## src/rtl/io_requester.sv

```systemverilog
// io_requester: single-word initiator for the IO bridge ReqW/AckW and ReqR/AckR four-phase handshakes
module io_requester #(
  parameter int DATA_WIDTH = 8,
  parameter int TIMEOUT = 255,
  parameter int CNT_WIDTH = 8
) (
  input  logic                  clk,
  input  logic                  reset_,
  input  logic                  cmd_valid_i,
  output logic                  cmd_ready_o,
  input  logic                  cmd_wr_i,
  input  logic [DATA_WIDTH-1:0] cmd_data_i,
  output logic                  done_o,
  output logic                  rsp_valid_o,
  output logic [DATA_WIDTH-1:0] rsp_data_o,
  output logic                  err_o,
  output logic                  ReqW_o,
  output logic                  ReqR_o,
  output logic [DATA_WIDTH-1:0] Data_o,
  input  logic                  AckW_i,
  input  logic                  AckR_i,
  input  logic [DATA_WIDTH-1:0] Data_i
);
  typedef enum logic [2:0] {IDLE, W_REQ, W_REL, R_REQ, R_REL, ABORT} state_t;
  state_t state, state_d;
  logic [CNT_WIDTH-1:0] cnt;
  logic wait_st, met, expired, accept;
  assign accept = (state == IDLE) && cmd_valid_i;
  assign cmd_ready_o = (state == IDLE);
  assign ReqW_o = (state == W_REQ);
  assign ReqR_o = (state == R_REQ);
  // Awaited ack condition for the current handshake phase and its timeout
  always_comb begin
    wait_st = (state == W_REQ) || (state == W_REL) || (state == R_REQ) || (state == R_REL);
    met = (state == W_REQ) ? AckW_i :
          (state == W_REL) ? !AckW_i :
          (state == R_REQ) ? AckR_i :
          (state == R_REL) ? !AckR_i : 1'b0;
    expired = wait_st && !met && (cnt == CNT_WIDTH'(TIMEOUT - 1));
  end
  // Next-state selection; a met ack advances the handshake, an expired wait aborts
  always_comb begin
    state_d = state;
    case (state)
      IDLE:    state_d = accept ? (cmd_wr_i ? W_REQ : R_REQ) : IDLE;
      W_REQ:   state_d = met ? W_REL : expired ? ABORT : W_REQ;
      W_REL:   state_d = met ? IDLE : expired ? ABORT : W_REL;
      R_REQ:   state_d = met ? R_REL : expired ? ABORT : R_REQ;
      R_REL:   state_d = met ? IDLE : expired ? ABORT : R_REL;
      ABORT:   state_d = (!AckW_i && !AckR_i) ? IDLE : ABORT;
      default: state_d = IDLE;
    endcase
  end
  // State, per-state wait counter, status pulses and data registers
  always_ff @(posedge clk or negedge reset_) begin
    if (!reset_) begin
      state       <= IDLE;
      cnt         <= '0;
      done_o      <= 1'b0;
      rsp_valid_o <= 1'b0;
      err_o       <= 1'b0;
      Data_o      <= '0;
      rsp_data_o  <= '0;
    end else begin
      state       <= state_d;
      cnt         <= (state_d != state || !wait_st) ? '0 : cnt + 1'b1;
      done_o      <= ((state == W_REL) || (state == R_REL)) && met;
      rsp_valid_o <= (state == R_REL) && met;
      err_o       <= expired;
      if (accept && cmd_wr_i) Data_o <= cmd_data_i;
      if ((state == R_REQ) && AckR_i) rsp_data_o <= Data_i;
    end
  end
endmodule
```

## config.mk

```make
export PLATFORM = sky130hd
export DESIGN_NAME = io_requester
export DESIGN_NICKNAME = d
export VERILOG_FILES = /design/src/rtl/io_requester.sv
export SDC_FILE = /design/constraint.sdc
export NUM_CORES = 1
export LEC_CHECK = 0
export BUFFER_PORTS_ARGS = -buffer_cell sky130_fd_sc_hd__clkbuf_2
export CAP_MARGIN = 20
export CORE_UTILIZATION = 40
export DETAILED_ROUTE_END_ITERATION = 8
export GPL_TIMING_DRIVEN = 0
export SYNTH_ARGS = -nofsm -noshare
export SYNTH_HDL_FRONTEND = slang
export SYNTH_SLANG_ARGS = --single-unit
```

## constraint.sdc

```tcl
create_clock -name clk -period 2.05 [get_ports clk]
set_clock_uncertainty 0.05 [all_clocks]
set_input_delay 0.1025 -clock clk [delete_from_list [all_inputs] [get_ports clk]]
set_output_delay 0.1025 -clock clk [all_outputs]
set_load 0.005 [all_outputs]
```

==> results of run 1 <==
[cell usage in the layout, fill, tap and decap left out, types with 2 or more instances in the layout]
cell type      count
nand4_2            2
nor3_1             2
xnor2_1            5
nand2_1            5
buf_6              3
xor2_1             2
clkbuf_8           6
nand3_1            5
and3_1             3
dfrtp_1           30
nor2_1            16
mux2_2            16
nand2b_1           3
ha_1               2
dlygate4sd3_1      6
or2b_1             3
o21ai_0            2
clkbuf_2          41
a21boi_0           2
inv_1              6
buf_4              2
[final timing paths]
path | from | endpoint | slack, ns | depth (start not counted)
max | cnt[0] | cnt[5] | 0.24 | 7
min | Data_i[0] | rsp_data_o[0] | 0.009 | 2
max reg2reg | cnt[0] | cnt[5] | 0.24 | 7
min reg2reg | rsp_data_o[6] | rsp_data_o[6] | 0.45 | 1
max in group asynchronous | reset_ | cnt[1] | 1.11 | 2
min in group asynchronous | reset_ | rsp_valid_o | 0.38 | 2
[per-layer routing]
layer	global-route usage	vias up	routed length, um
met5	0	-	0
met4	0.0682	0	43
met3	0.0580	4	161
met2	0.293	28	1540
met1	0.173	545	1220
li1	-	556	-
[power by group through the flow]
stage	clock [W]	sequential (W)	combinational (W)
after floorplan	0	0.000934	0.000672
after global placement	0	0.000917	0.00102
after detailed placement	0	0.000930	0.00104
after CTS	0.000503	0.000919	0.00106
after global routing	0.000532	0.000946	0.00116
final	0.000478	0.000920	0.00104
[critical path, cell delays in order, from the launching register on]
cell and delay, ns:
dfrtp_1 0.42, inv_1 0.07, ha_1 0.14, nand3_1 0.14, nor2_1 0.34, o2111ai_2 0.23, nand4_2 0.23, nor2_1 0.08
[cell type report]
type,instances,area [sq um]
timing repair buffer,47,265
inverter,6,22.5
clock buffer,6,82.6
buffer,6,53.8
sequential,30,751
multi-input combinational,88,674
clock inverter,2,12.5
fill,302,1550
tap,46,57.6
[stage by stage]
| step | cell area, sq um | total power (W) |
|---|---|---|
| detailed placement | 1760 | 0.00197 |
| floorplan | 1500 | 0.00161 |
| global route | 1920 | 0.00264 |
| CTS | 1920 | 0.00248 |
| finish | 1920 | 0.00244 |
| global placement | 1760 | 0.00194 |
[logic make-up (layout without fill, tap and decap cells)]
family / Yosys count / count (layout) / share of synthesized area
compound gates: 15 / 15 / 0.0908
xor+xnor: 7 / 7 / 0.0408
mux: 17 / 17 / 0.127
flops: 30 / 30 / 0.500
buf+inv: 12 / 67 / 0.0508
simple gates: 47 / 47 / 0.174
fa+ha+maj: 2 / 2 / 0.0167
[state kept, by name, summed over array words and instances (netlist names)]
register	flops
rsp_valid_o	1
rsp_data_o	8
err_o	1
Data_o	8
done_o	1
cnt	8
state	3
[synthesized netlist by cell type, types with 3 or more instances]
master,instances
inv_1,6
buf_6,3
nand2b_1,3
nand3_1,5
or2b_1,3
nor2_1,16
xnor2_1,5
dfrtp_1,30
mux2_2,16
and3_1,3
nand2_1,5
[timing repair]
action | 4_1_cts | 5_1_grt
hold buffers | 6 | 0
setup buffers | 0 | 0
endpoints found under the hold margin | 35 | 0
==> out/results.ini, run 1 <==
[outcome]
outcome=finished, final reports clean

[synth]
ys_ff_latch=30
netlist_area_sq_mm=0.00150
yosys.area.top_type=dfrtp_1
synth_area_per_cell_sq_um=11.5
netlist_instances=130
yosys-top-cells-area=dfrtp_1 (50%), mux2_2 (12%), nor2_1 (4.0%), xnor2_1 (2.9%), buf_6 (2.2%)
yosysWarnings=0
synth_cell_types=39
synth.net_count=154
synth_top_flop_cell=dfrtp_1
yosysSeqAreaShare=0.500
async_reset_ff_frac=1.00
synth_edf_count=0
synth_top_area_frac=0.500

[sta]
setup_viol=0
hold_violations=0
tightest_slew_ns=0.728
slew_viol_final=0
setup_slack_ns=0.243
fmax_mhz=553
relSlewSlack=0.514
finalCritPeriodShare=0.881
fin_setup_tns_ns=0
rsz0062_at_grt=no
post-route-min-period_ns=1.81
hold-worst-slack_ns=0.00894

[place]
pre_cts_ws_ns=0.245
dp_hpwl_um=2220
dp.cells=217
port_buffers=41
routabilityCongestion=0.805

[power_and_ir_drop]
seq_power_share=0.377
ir_drop_mv=0.416
clockPowerShare=0.196
power.leakage_nw=0.933
p_int_w=0.00161
comb_power_share=0.427
swShare=0.340
switching_power_w=0.000829
power_density_mw_per_mm2=1270

[min_path]
hold_class=in2reg

[die]
die_width_um=63.3
io_pins=44
core_area_sq_mm=0.00347
start_util=0.433
die-area_sq_mm=0.00400
fp.dieH_um=63.3
std_cell_rows=21

[detailed_routing]
initialDrtViolationCount=18
postRouteAntennaNets=0
first_pass_iters=4
drc=0
routed_wl_um=2960
vias_per_cell=4.90
post_drt_wl_per_cell_um=12.8
vias=1133

[global_routing]
grt.overflow.total=0
grt_max_degree=31
grt_pass1_vias=1109
track_usage=0.164
antenna_found_initial=0
grt_pass1_wl_um=4890

[flow_run]
max_cap_violations=0

[clocking]
cts_buffer_depth=2
htree_levels=2
cts_buffers=5
cts_resized=0
clkLatencyLatePin_ns=0.27
clock_sinks=30
clkTransAtPathRegs_ns=0.06
root_buffer=clkbuf_8
cts_tree=yes

[layout]
layout-drive-gt1-share=0.432
synthToLayoutAreaGrowth_pct=27.8
n_antenna_cell=0
final_core_util=0.553
final_cells=231
nNetsFinal=208

[worst_setup_path]
arrival_ns=1.91
critPathCaptureType=flop
worstSetupPathType=reg2reg
worstPathMaxFanout=8
required_ns=2.16
startpoint_type=flop

Note: power is estimated with default switching activity, not from simulation.
==> run 2: changes to the inputs <==
- clock period: 2.05 -> 1.8 ns (I/O delays scaled with it)
==> out/results.ini, run 2 (synthesis results as in run 1) <==
[clocking]
htree_levels=2
cts_tree=yes
cts_buffers=5
clock_sinks=30
clkTransAtPathRegs_ns=0.06
cts_buffer_depth=2
clkLatencyLatePin_ns=0.28
root_buffer=clkbuf_8

[global_routing]
met2_usage=0.312
antenna_found_initial=0
grt_pass1_vias=1126
track_usage=0.170
grt.overflow.total=0
use_met1=0.177
grt_pass1_wl_um=5070
gr-usage-met3=0.0580
grt_max_degree=31
grt_most_used_layer=met2

[worst_setup_path]
worstSetupPathType=reg2reg
required_ns=1.96
reg2reg_to=cnt[3]
startpoint_type=flop
path_cells=inv_1 > ha_2 > nand3_4 > nor3_2 > o41ai_2 > nand4_4 > nor2_2
cpMaxStageDelayCell=o41ai_2
rr_worst_depth=7
critPathCaptureType=flop
critical_path.max_stage_delay_ns=0.42
cpLargestDelayFamily=simple AND/OR/NAND/NOR gates
timing.rr.start=cnt[0]
crit_cells=7
r2r_slack_ns=0.07
worstPathMaxFanout=8
cp_num_buf_inv=1
arrival_ns=1.89

[layout]
reg_top3=Data_o: 8 flops, cnt: 8 flops, rsp_data_o: 8 flops
n_antenna_cell=0
nFillCells=289
synthToLayoutAreaGrowth_pct=37.3
nNetsFinal=218
stdcell_area_sq_mm=0.00206
final_cells=241
final_cell_mix=clkbuf_2 (41), dfrtp_1 (30), mux2_2 (16)
final_common_cell=clkbuf_2
layout-drive-gt1-share=0.462

[sta]
fmax_mhz=577
relSlewSlack=0.510
hold-worst-slack_ns=0.0125
setup_viol=0
post-route-min-period_ns=1.73
slew_viol_final=0
tightest_slew_ns=0.735
finalCritPeriodShare=0.963
hold_violations=0

[outcome]
outcome=finished, final reports clean

[power_and_ir_drop]
power_density_mw_per_mm2=1400
power.leakage_nw=0.967
ir_drop_mv=0.515

[die]
std_cell_rows=21
io_pins=44
fp.dieH_um=63.3
die-area_sq_mm=0.00400
start_util=0.433
die_width_um=63.3
core_area_sq_mm=0.00347

[detailed_routing]
vias=1172
vias_per_cell=4.86
first_pass_iters=4
drc=0
post_drt_wl_per_cell_um=13.5
routed_wl_um=3260
postRouteAntennaNets=0
initialDrtViolationCount=38

[place]
dp_hpwl_um=2220
port_buffers=41
placed_area_sq_mm=0.00176
routabilityCongestion=0.805
dp.cells=217

[flow_run]
max_cap_violations=0

[min_path]
whs_path_depth=2
min-delay-start=cmd_data_i[5]
holdPathEnd=Data_o[5]
hold_class=in2reg

run 2: worst reg2reg max path, stage by stage, from the launching register on:
cell,delay (ns)
dfrtp_1,0.41
inv_1,0.06
ha_2,0.20
nand3_4,0.10
nor3_2,0.05
o41ai_2,0.42
nand4_4,0.23
nor2_2,0.15
run 2: power by group:
part,leakage [nW],internal (W),total [W],switching [W]
Combinational,0.538,0.000656,0.00129,0.000634
Clock,0.0472,0.000306,0.000546,0.000240
Sequential,0.381,0.000914,0.00105,0.000134
Total,0.967,0.00188,0.00288,0.00101
run 2: worst max-delay path by stage:
stage	from	end	slack, ns
after global routing	cnt[0]	cnt[7]	-0.04
after global placement	cnt[0]	cnt[4]	0.05
after detailed placement	cnt[0]	cnt[5]	-0.005
final	cnt[0]	cnt[3]	0.07
after floorplan	cnt[0]	cnt[2]	0.26
after CTS	cnt[0]	cnt[5]	0.04
run 2: per-stage QoR:
stage,utilization,power (W),TNS (ns),setup slack [ns]
after global routing,0.595,0.00310,-0.217,-0.0379
after detailed placement,0.509,0.00225,-0.00493,-0.00493
after global placement,0.509,0.00221,0,0.0534
after floorplan,-,0.00183,0,0.258
final,0.595,0.00288,0,0.0664
after CTS,0.577,0.00284,0,0.0391
run 2: metal layers:
layer  vias up  routed length, um  share of wire
li1        574                  -              -
met1       564               1280           0.39
met2        30               1780           0.55
met3         4                158          0.048
met4         0                 40          0.012
met5         -                  0              0
run 2: area by class of cell:
type	count	area [sq um]	area share
sequential	30	751	0.364
multi-input combinational	88	719	0.349
timing repair buffer	57	363	0.176
clock buffer	6	82.6	0.0400
tap	46	57.6	0.0279
buffer	6	53.8	0.0261
inverter	6	22.5	0.0109
clock inverter	2	12.5	0.00607
run 2: repair_timing:
| item | 4_1_cts | 5_1_grt |
|---|---|---|
| hold endpoints to repair | 43 | 1 |
| buffers inserted | 0 | 1 |
| pin swaps | 0 | 5 |
| hold buffers | 14 | 1 |
| setup endpoints to repair | 3 | 8 |
| resized for setup | 1 | 10 |
